**config.mk**
```make
export PLATFORM = sky130hd
export DESIGN_NAME = instr_fetch_mem
export DESIGN_NICKNAME = d
export VERILOG_FILES = /design/src/rtl/if_pkg.sv /design/src/rtl/imem_sp_ram.sv /design/src/rtl/instr_fetch_mem.sv
export SDC_FILE = /design/constraint.sdc
export NUM_CORES = 2
export LEC_CHECK = 0
export BUFFER_PORTS_ARGS = -buffer_cell sky130_fd_sc_hd__buf_2
export CORE_ASPECT_RATIO = 1.1
export CORE_MARGIN = 4
export CORE_UTILIZATION = 40
export DETAILED_ROUTE_END_ITERATION = 8
export GPL_ROUTABILITY_DRIVEN = 0
export PLACE_DENSITY = 0.59
export SYNTH_ARGS = -nofsm -noshare
export SYNTH_HDL_FRONTEND = slang
export SYNTH_SLANG_ARGS = --single-unit
```
**constraint.sdc**
```tcl
create_clock -name clk -period 3.97 [get_ports clk]
set_input_delay 0.794 -clock clk [delete_from_list [all_inputs] [get_ports clk]]
set_output_delay 0.794 -clock clk [all_outputs]
set_load 0.05 [all_outputs]
```
**src/rtl/if_pkg.sv**
```systemverilog
// Shared types and defaults for the instruction fetch memory: FSM state
// encoding, default geometry and the NOP word.
package if_pkg;

    localparam int IF_INSTR_W = 9;
    localparam int IF_ADDR_W  = 8;

    localparam logic [IF_INSTR_W-1:0] IF_NOP_INSTR = 9'b0_0000_0000;

    typedef enum logic [1:0] {
        LOAD = 2'd0,
        RUN  = 2'd1,
        DONE = 2'd2
    } fetch_state_e;

endpackage

```
**src/rtl/imem_sp_ram.sv**
```systemverilog
// Single-port synchronous RAM with a registered read port; the read register
// can be cleared to a fixed value so the consumer never sees stale data.
module imem_sp_ram #(
    parameter int               WIDTH   = 9,
    parameter int               DEPTH   = 256,
    parameter int               AW      = $clog2(DEPTH),
    parameter logic [WIDTH-1:0] CLR_VAL = {WIDTH{1'b0}}
) (
    input  logic             clk,
    input  logic             we,
    input  logic             re,
    input  logic             rd_clr,
    input  logic [AW-1:0]    addr,
    input  logic [WIDTH-1:0] wdata,
    output logic [WIDTH-1:0] rdata
);

    logic [WIDTH-1:0] mem_r [DEPTH];

    // Array write; contents are deliberately not reset.
    always_ff @(posedge clk) begin
        if (we) begin
            mem_r[addr] <= wdata;
        end
    end

    // Registered read port with synchronous clear.
    always_ff @(posedge clk) begin
        if (re) begin
            rdata <= mem_r[addr];
        end else if (rd_clr) begin
            rdata <= CLR_VAL;
        end
    end

endmodule

```
**src/rtl/instr_fetch_mem.sv**
```systemverilog
// Instruction memory with a program-load port, a one-cycle-latency fetch
// handshake and end-of-program detection against the loaded program length.
module instr_fetch_mem
    import if_pkg::*;
#(
    parameter int                 INSTR_W   = IF_INSTR_W,
    parameter int                 ADDR_W    = IF_ADDR_W,
    parameter logic [INSTR_W-1:0] NOP_INSTR = INSTR_W'(IF_NOP_INSTR)
) (
    input  logic               clk,
    input  logic               reset,
    input  logic               load_start,
    input  logic               load_en,
    input  logic [ADDR_W:0]    load_addr,
    input  logic [INSTR_W-1:0] load_data,
    input  logic               load_done,
    output logic               load_err,
    input  logic               restart,
    output logic               fetch_ready,
    input  logic               fetch_req,
    input  logic [ADDR_W-1:0]  fetch_addr,
    output logic [INSTR_W-1:0] instr,
    output logic               instr_valid,
    output logic               done,
    output logic [ADDR_W:0]    prog_len
);

    localparam int DEPTH = 2 ** ADDR_W;

    fetch_state_e       state_r;
    fetch_state_e       state_nxt_s;
    logic [ADDR_W:0]    prog_len_r;
    logic [ADDR_W:0]    prog_len_nxt_s;
    logic [ADDR_W:0]    load_len_s;
    logic               load_in_range_s;
    logic               fetch_in_range_s;
    logic               load_err_r;
    logic               load_err_nxt_s;
    logic               instr_valid_r;
    logic               instr_valid_nxt_s;
    logic               done_r;
    logic               fetch_ready_r;
    logic               ram_we_s;
    logic               ram_re_s;
    logic               ram_clr_s;
    logic [ADDR_W-1:0]  ram_addr_s;
    logic [INSTR_W-1:0] ram_rdata_s;

    // Address range checks, all in ADDR_W+1-bit unsigned arithmetic.
    always_comb begin
        load_in_range_s  = (load_addr[ADDR_W] == 1'b0);
        load_len_s       = {1'b0, load_addr[ADDR_W-1:0]} + {{ADDR_W{1'b0}}, 1'b1};
        fetch_in_range_s = ({1'b0, fetch_addr} < prog_len_r);
    end

    // Next-state, program-length and RAM control decode.
    always_comb begin
        state_nxt_s       = state_r;
        prog_len_nxt_s    = prog_len_r;
        load_err_nxt_s    = 1'b0;
        instr_valid_nxt_s = 1'b0;
        ram_we_s          = 1'b0;
        ram_re_s          = 1'b0;
        ram_addr_s        = (state_r == LOAD) ? load_addr[ADDR_W-1:0] : fetch_addr;

        if (reset) begin
            state_nxt_s    = LOAD;
            prog_len_nxt_s = {(ADDR_W+1){1'b0}};
        end else if (load_start) begin
            // load_start outranks restart/load_done and squashes any fetch.
            state_nxt_s    = LOAD;
            prog_len_nxt_s = {(ADDR_W+1){1'b0}};
        end else begin
            case (state_r)
                LOAD: begin
                    if (load_en && load_in_range_s) begin
                        ram_we_s = 1'b1;
                        if (load_len_s > prog_len_r) begin
                            prog_len_nxt_s = load_len_s;
                        end else begin
                            prog_len_nxt_s = prog_len_r;
                        end
                    end else if (load_en) begin
                        load_err_nxt_s = 1'b1;
                    end else begin
                        ram_we_s = 1'b0;
                    end
                    if (load_done) begin
                        state_nxt_s = RUN;
                    end else begin
                        state_nxt_s = LOAD;
                    end
                end
                RUN: begin
                    if (fetch_req && fetch_in_range_s) begin
                        ram_re_s          = 1'b1;
                        instr_valid_nxt_s = 1'b1;
                    end else if (fetch_req) begin
                        state_nxt_s = DONE;
                    end else begin
                        state_nxt_s = RUN;
                    end
                end
                DONE: begin
                    if (restart) begin
                        state_nxt_s = RUN;
                    end else begin
                        state_nxt_s = DONE;
                    end
                end
                default: begin
                    state_nxt_s    = LOAD;
                    prog_len_nxt_s = {(ADDR_W+1){1'b0}};
                end
            endcase
        end

        ram_clr_s = ~ram_re_s;
    end

    // State and registered outputs.
    always_ff @(posedge clk) begin
        if (reset) begin
            state_r       <= LOAD;
            prog_len_r    <= {(ADDR_W+1){1'b0}};
            load_err_r    <= 1'b0;
            instr_valid_r <= 1'b0;
            done_r        <= 1'b0;
            fetch_ready_r <= 1'b0;
        end else begin
            state_r       <= state_nxt_s;
            prog_len_r    <= prog_len_nxt_s;
            load_err_r    <= load_err_nxt_s;
            instr_valid_r <= instr_valid_nxt_s;
            done_r        <= (state_nxt_s == DONE);
            fetch_ready_r <= (state_nxt_s == RUN);
        end
    end

    imem_sp_ram #(
        .WIDTH   (INSTR_W),
        .DEPTH   (DEPTH),
        .AW      (ADDR_W),
        .CLR_VAL (NOP_INSTR)
    ) u_ram (
        .clk    (clk),
        .we     (ram_we_s),
        .re     (ram_re_s),
        .rd_clr (ram_clr_s),
        .addr   (ram_addr_s),
        .wdata  (load_data),
        .rdata  (ram_rdata_s)
    );

    assign load_err    = load_err_r;
    assign instr_valid = instr_valid_r;
    assign instr       = ram_rdata_s;
    assign done        = done_r;
    assign fetch_ready = fetch_ready_r;
    assign prog_len    = prog_len_r;

endmodule

```
==> impl_metrics.yaml <==
status:
  status: "finished, final reports clean"
global_route:
  grt_pass1_vias: 48600
  grt-busiest-layer: "met2"
  antenna_found_initial: 6
  met3_usage_pct: 3.41
  grt_pass1_wl_um: 345000
  grt_usage_pct: 20.2
  use_met1_pct: 27.3
  grt_overflow: 0
  grt_max_degree: 119
  gr-usage-met2_pct: 33.1
cts:
  cts_hold_buf: 0
  htree_levels: 4
  cts_max_path_buffers: 3
  clkTransAtPathRegs_ns: 0.07
  cts_tree: "built"
  clockRootBuffer: "clkbuf_16"
  numCtsBuffers: 220
  clock_latency_ns: 0.87
  cts.sinks: 2328
cells_and_area:
  fin_cells: 8797
  layout-drive-gt1-share_pct: 22.2
  layout.nets: 5721
  area_delta_synth_final_pct: 16.6
detailed_routing:
  ant_nets: 0
  wire_per_inst_um: 27.1
  finalWirelength_um: 239000
  drtIter0Drc: 5717
  drt_pre_antenna_iters: 6
  post-route-drc-count: 0
  routed_via_density: 5.63
  via_count: 49500
critical_path:
  reg2reg_depth: 14
  critPathMaxFanout: 33
  cp_slowest_stage_delay_ns: 0.39
  crit_family: "buffers and inverters"
  worst_ep_required_time_ns: 4.68
  crit_arrival_ns: 4.62
  r2r_slack_ns: 0.06
  setup.worst_path.end_class: "register"
  critical_path_depth: 14
  rr_endpoint: "u_ram.rdata[6]$_SDFF_PN0_"
  crit_chain: "inv_1, ha_1, buf_4, nand2_1, a21boi_4, buf_12, buf_12, buf_4, mux4_2, a22oi_1, nand4_1, o31ai_4, buf_4, a41oi_1"
  critPathKind: "register to register"
  worstReg2RegStart: "state_r[0]$_SDFF_PP0_"
  cp-start-kind: "register"
  crit_top_cell: "buf_4"
  crit_slowest_cell: "dfxtp_1"
  path_buf_inv: 6
  crit_start: "state_r[0]$_SDFF_PP0_"
yosys:
  synth_top_cell_by_area: "edfxtp_1"
  yosysWarningCount: 0
  synth_common_cells: "edfxtp_1 (2304), nand2_1 (899), mux4_2 (343), nor2_1 (297), nand3_1 (221)"
  netlist_area_um2: 90200
  ys_seq_area_share_pct: 77.2
  yosysTopAreaCellShare_pct: 76.7
  synth-seq-cells: 2328
  async_flop_share_pct: 0
  synth_cell_types: 54
  netlist_instances: 5149
  synth_edf_count: 2304
  synth.area.top_cells: "edfxtp_1 (77%), mux4_2 (8.6%), nand2_1 (3.7%)"
  ys.flop_type: "edfxtp_1"
  yosysMostFrequentCell: "edfxtp_1"
  avgSynthCellArea_um2: 17.5
  syn-num-nets: 5203
timing:
  hold_violations: 0
  fin_crit_sh_pct: 98.6
  skew_ns: 0.0621
  max_slew_margin_pct: 34.5
  worst_slew_pin_slew_ns: 0.979
  period_needed_ns: 3.91
  setup-violations-final: 0
  rsz0062_at_grt: "false"
  max_freq_mhz: 256
  slew_violations: 0
floorplan:
  die_w_um: 461
  ios: 55
  start_util_pct: 40.3
  die_area_um2: 233000
  fp.dieH_um: 506
  core_um2: 224000
  num_rows: 182
place:
  dp_cells: 8374
  port_buffers: 54
  dp_hpwl_um: 150000
job:
  maxCapViolCount: 0
hold_path:
  hp-class: "primary input to register"
  min_delay_path_depth: 3
  hp-start: "load_en"
  worstHoldEndpoint: "load_err$_SDFF_PP0_"
power:
  p_leak_uw: 0.0344
  irDropWorstVdd_uv: 433
  p_per_area_nw_per_um2: 487
  fin_total_pwr_uw: 51300
-- worst max-delay path by stage --
stage / end / slack, ns
2_1_floorplan: prog_len[1]$_SDFFE_PP0P_ / 0.67
3_3_place_gp: u_ram.rdata[6]$_SDFF_PN0_ / -0.13
3_5_place_dp: u_ram.rdata[6]$_SDFF_PN0_ / -0.15
4_1_cts: u_ram.rdata[3]$_SDFF_PN0_ / 0.005
5_1_grt: u_ram.rdata[3]$_SDFF_PN0_ / 0.003
6_report: u_ram.rdata[6]$_SDFF_PN0_ / 0.06
-- through the flow --
stage	util, %	setup WS, ns	TNS [ns]	hold slack [ns]	area, um2
4_1_cts	46.9	0.00530	0	0.151	105000
3_5_place_dp	43.7	-0.148	-0.322	0.475	97800
6_report	47.0	0.0575	0	0.208	105000
2_1_floorplan	-	0.674	0	0.552	90200
3_3_place_gp	43.7	-0.133	-0.304	0.468	97800
5_1_grt	47.0	0.00298	0	0.180	105000
-- final cells by class --
type / instances / area, um2
Clock buffer: 270 / 5710
Sequential cell: 2328 / 69700
Antenna cell: 1 / 2.50
Multi-Input combinational cell: 2497 / 19400
Fill cell: 18800 / 119000
Clock inverter: 137 / 1420
Inverter: 19 / 71.3
Timing Repair Buffer: 601 / 5330
Tap cell: 2944 / 3680
-- metal layers --
layer	wire length, um	part of all wire, %
met3	16700	7.0
met4	8510	3.6
met2	118000	49
met5	27	0.011
met1	95600	40
-- power breakdown --
| part | internal, uW | switching [uW] |
|---|---|---|
| combinational | 1210 | 2290 |
| sequential | 27000 | 4.02 |
| clock | 11700 | 9080 |
| total | 39900 | 11400 |
-- sequential cells by signal, summed over array words and instances, names as in the netlist --
signal	cells
done	1
fetch_ready	1
instr_valid	1
load_err	1
prog_len	9
state_r	2
u_ram.mem_r	2304
u_ram.rdata	9
-- layout by cell type (no fill, tap or decap), drive strengths merged, types with 5 or more instances in the layout --
master       n
edfxtp    2304
nand2      899
buf        601
mux4       343
nor2       298
clkbuf     270
nand3      221
a22oi      128
mux2i      110
clkinv     103
nand4      101
a32oi       82
a311oi      45
a21oi       39
and3        36
a41oi       27
o31ai       27
inv         25
dfxtp       24
bufinv      22
ha          21
a31oi       20
o22ai       19
nor3        15
nor4         9
mux2         8
a21o         6
clkinvlp     6
o21ai        5
-- repair_timing --
item                                    CTS  global route
pin swaps                                 0             2
setup buffers                             0            15
endpoints found under the setup margin    3             9
resized for setup                         3            18
-- kinds of logic (layout without fill, tap and decap cells) --
group	Yosys count	after routing	synth area share, %
adder cells (fa/ha/maj)	21	21	0.291
AO/OA/AOI/OAI	419	419	3.56
buffers and inverters	324	1027	1.62
other	0	1	0
AND/OR/NAND/NOR	1590	1590	7.39
multiplexers	461	461	9.88
XOR/XNOR	6	6	0.0582
flip-flops	2328	2328	77.2
-- worst reg2reg max path: stages, from the launching register on --
cell and delay (ns):
dfxtp_1 0.39, inv_1 0.08, ha_1 0.32, buf_4 0.27, nand2_1 0.16, a21boi_4 0.25, buf_12 0.20, buf_12 0.28
buf_4 0.29, mux4_2 0.32, a22oi_1 0.38, nand4_1 0.20, o31ai_4 0.36, buf_4 0.17, a41oi_1 0.08
No activity file was read; power rests on OpenSTA's default activity.
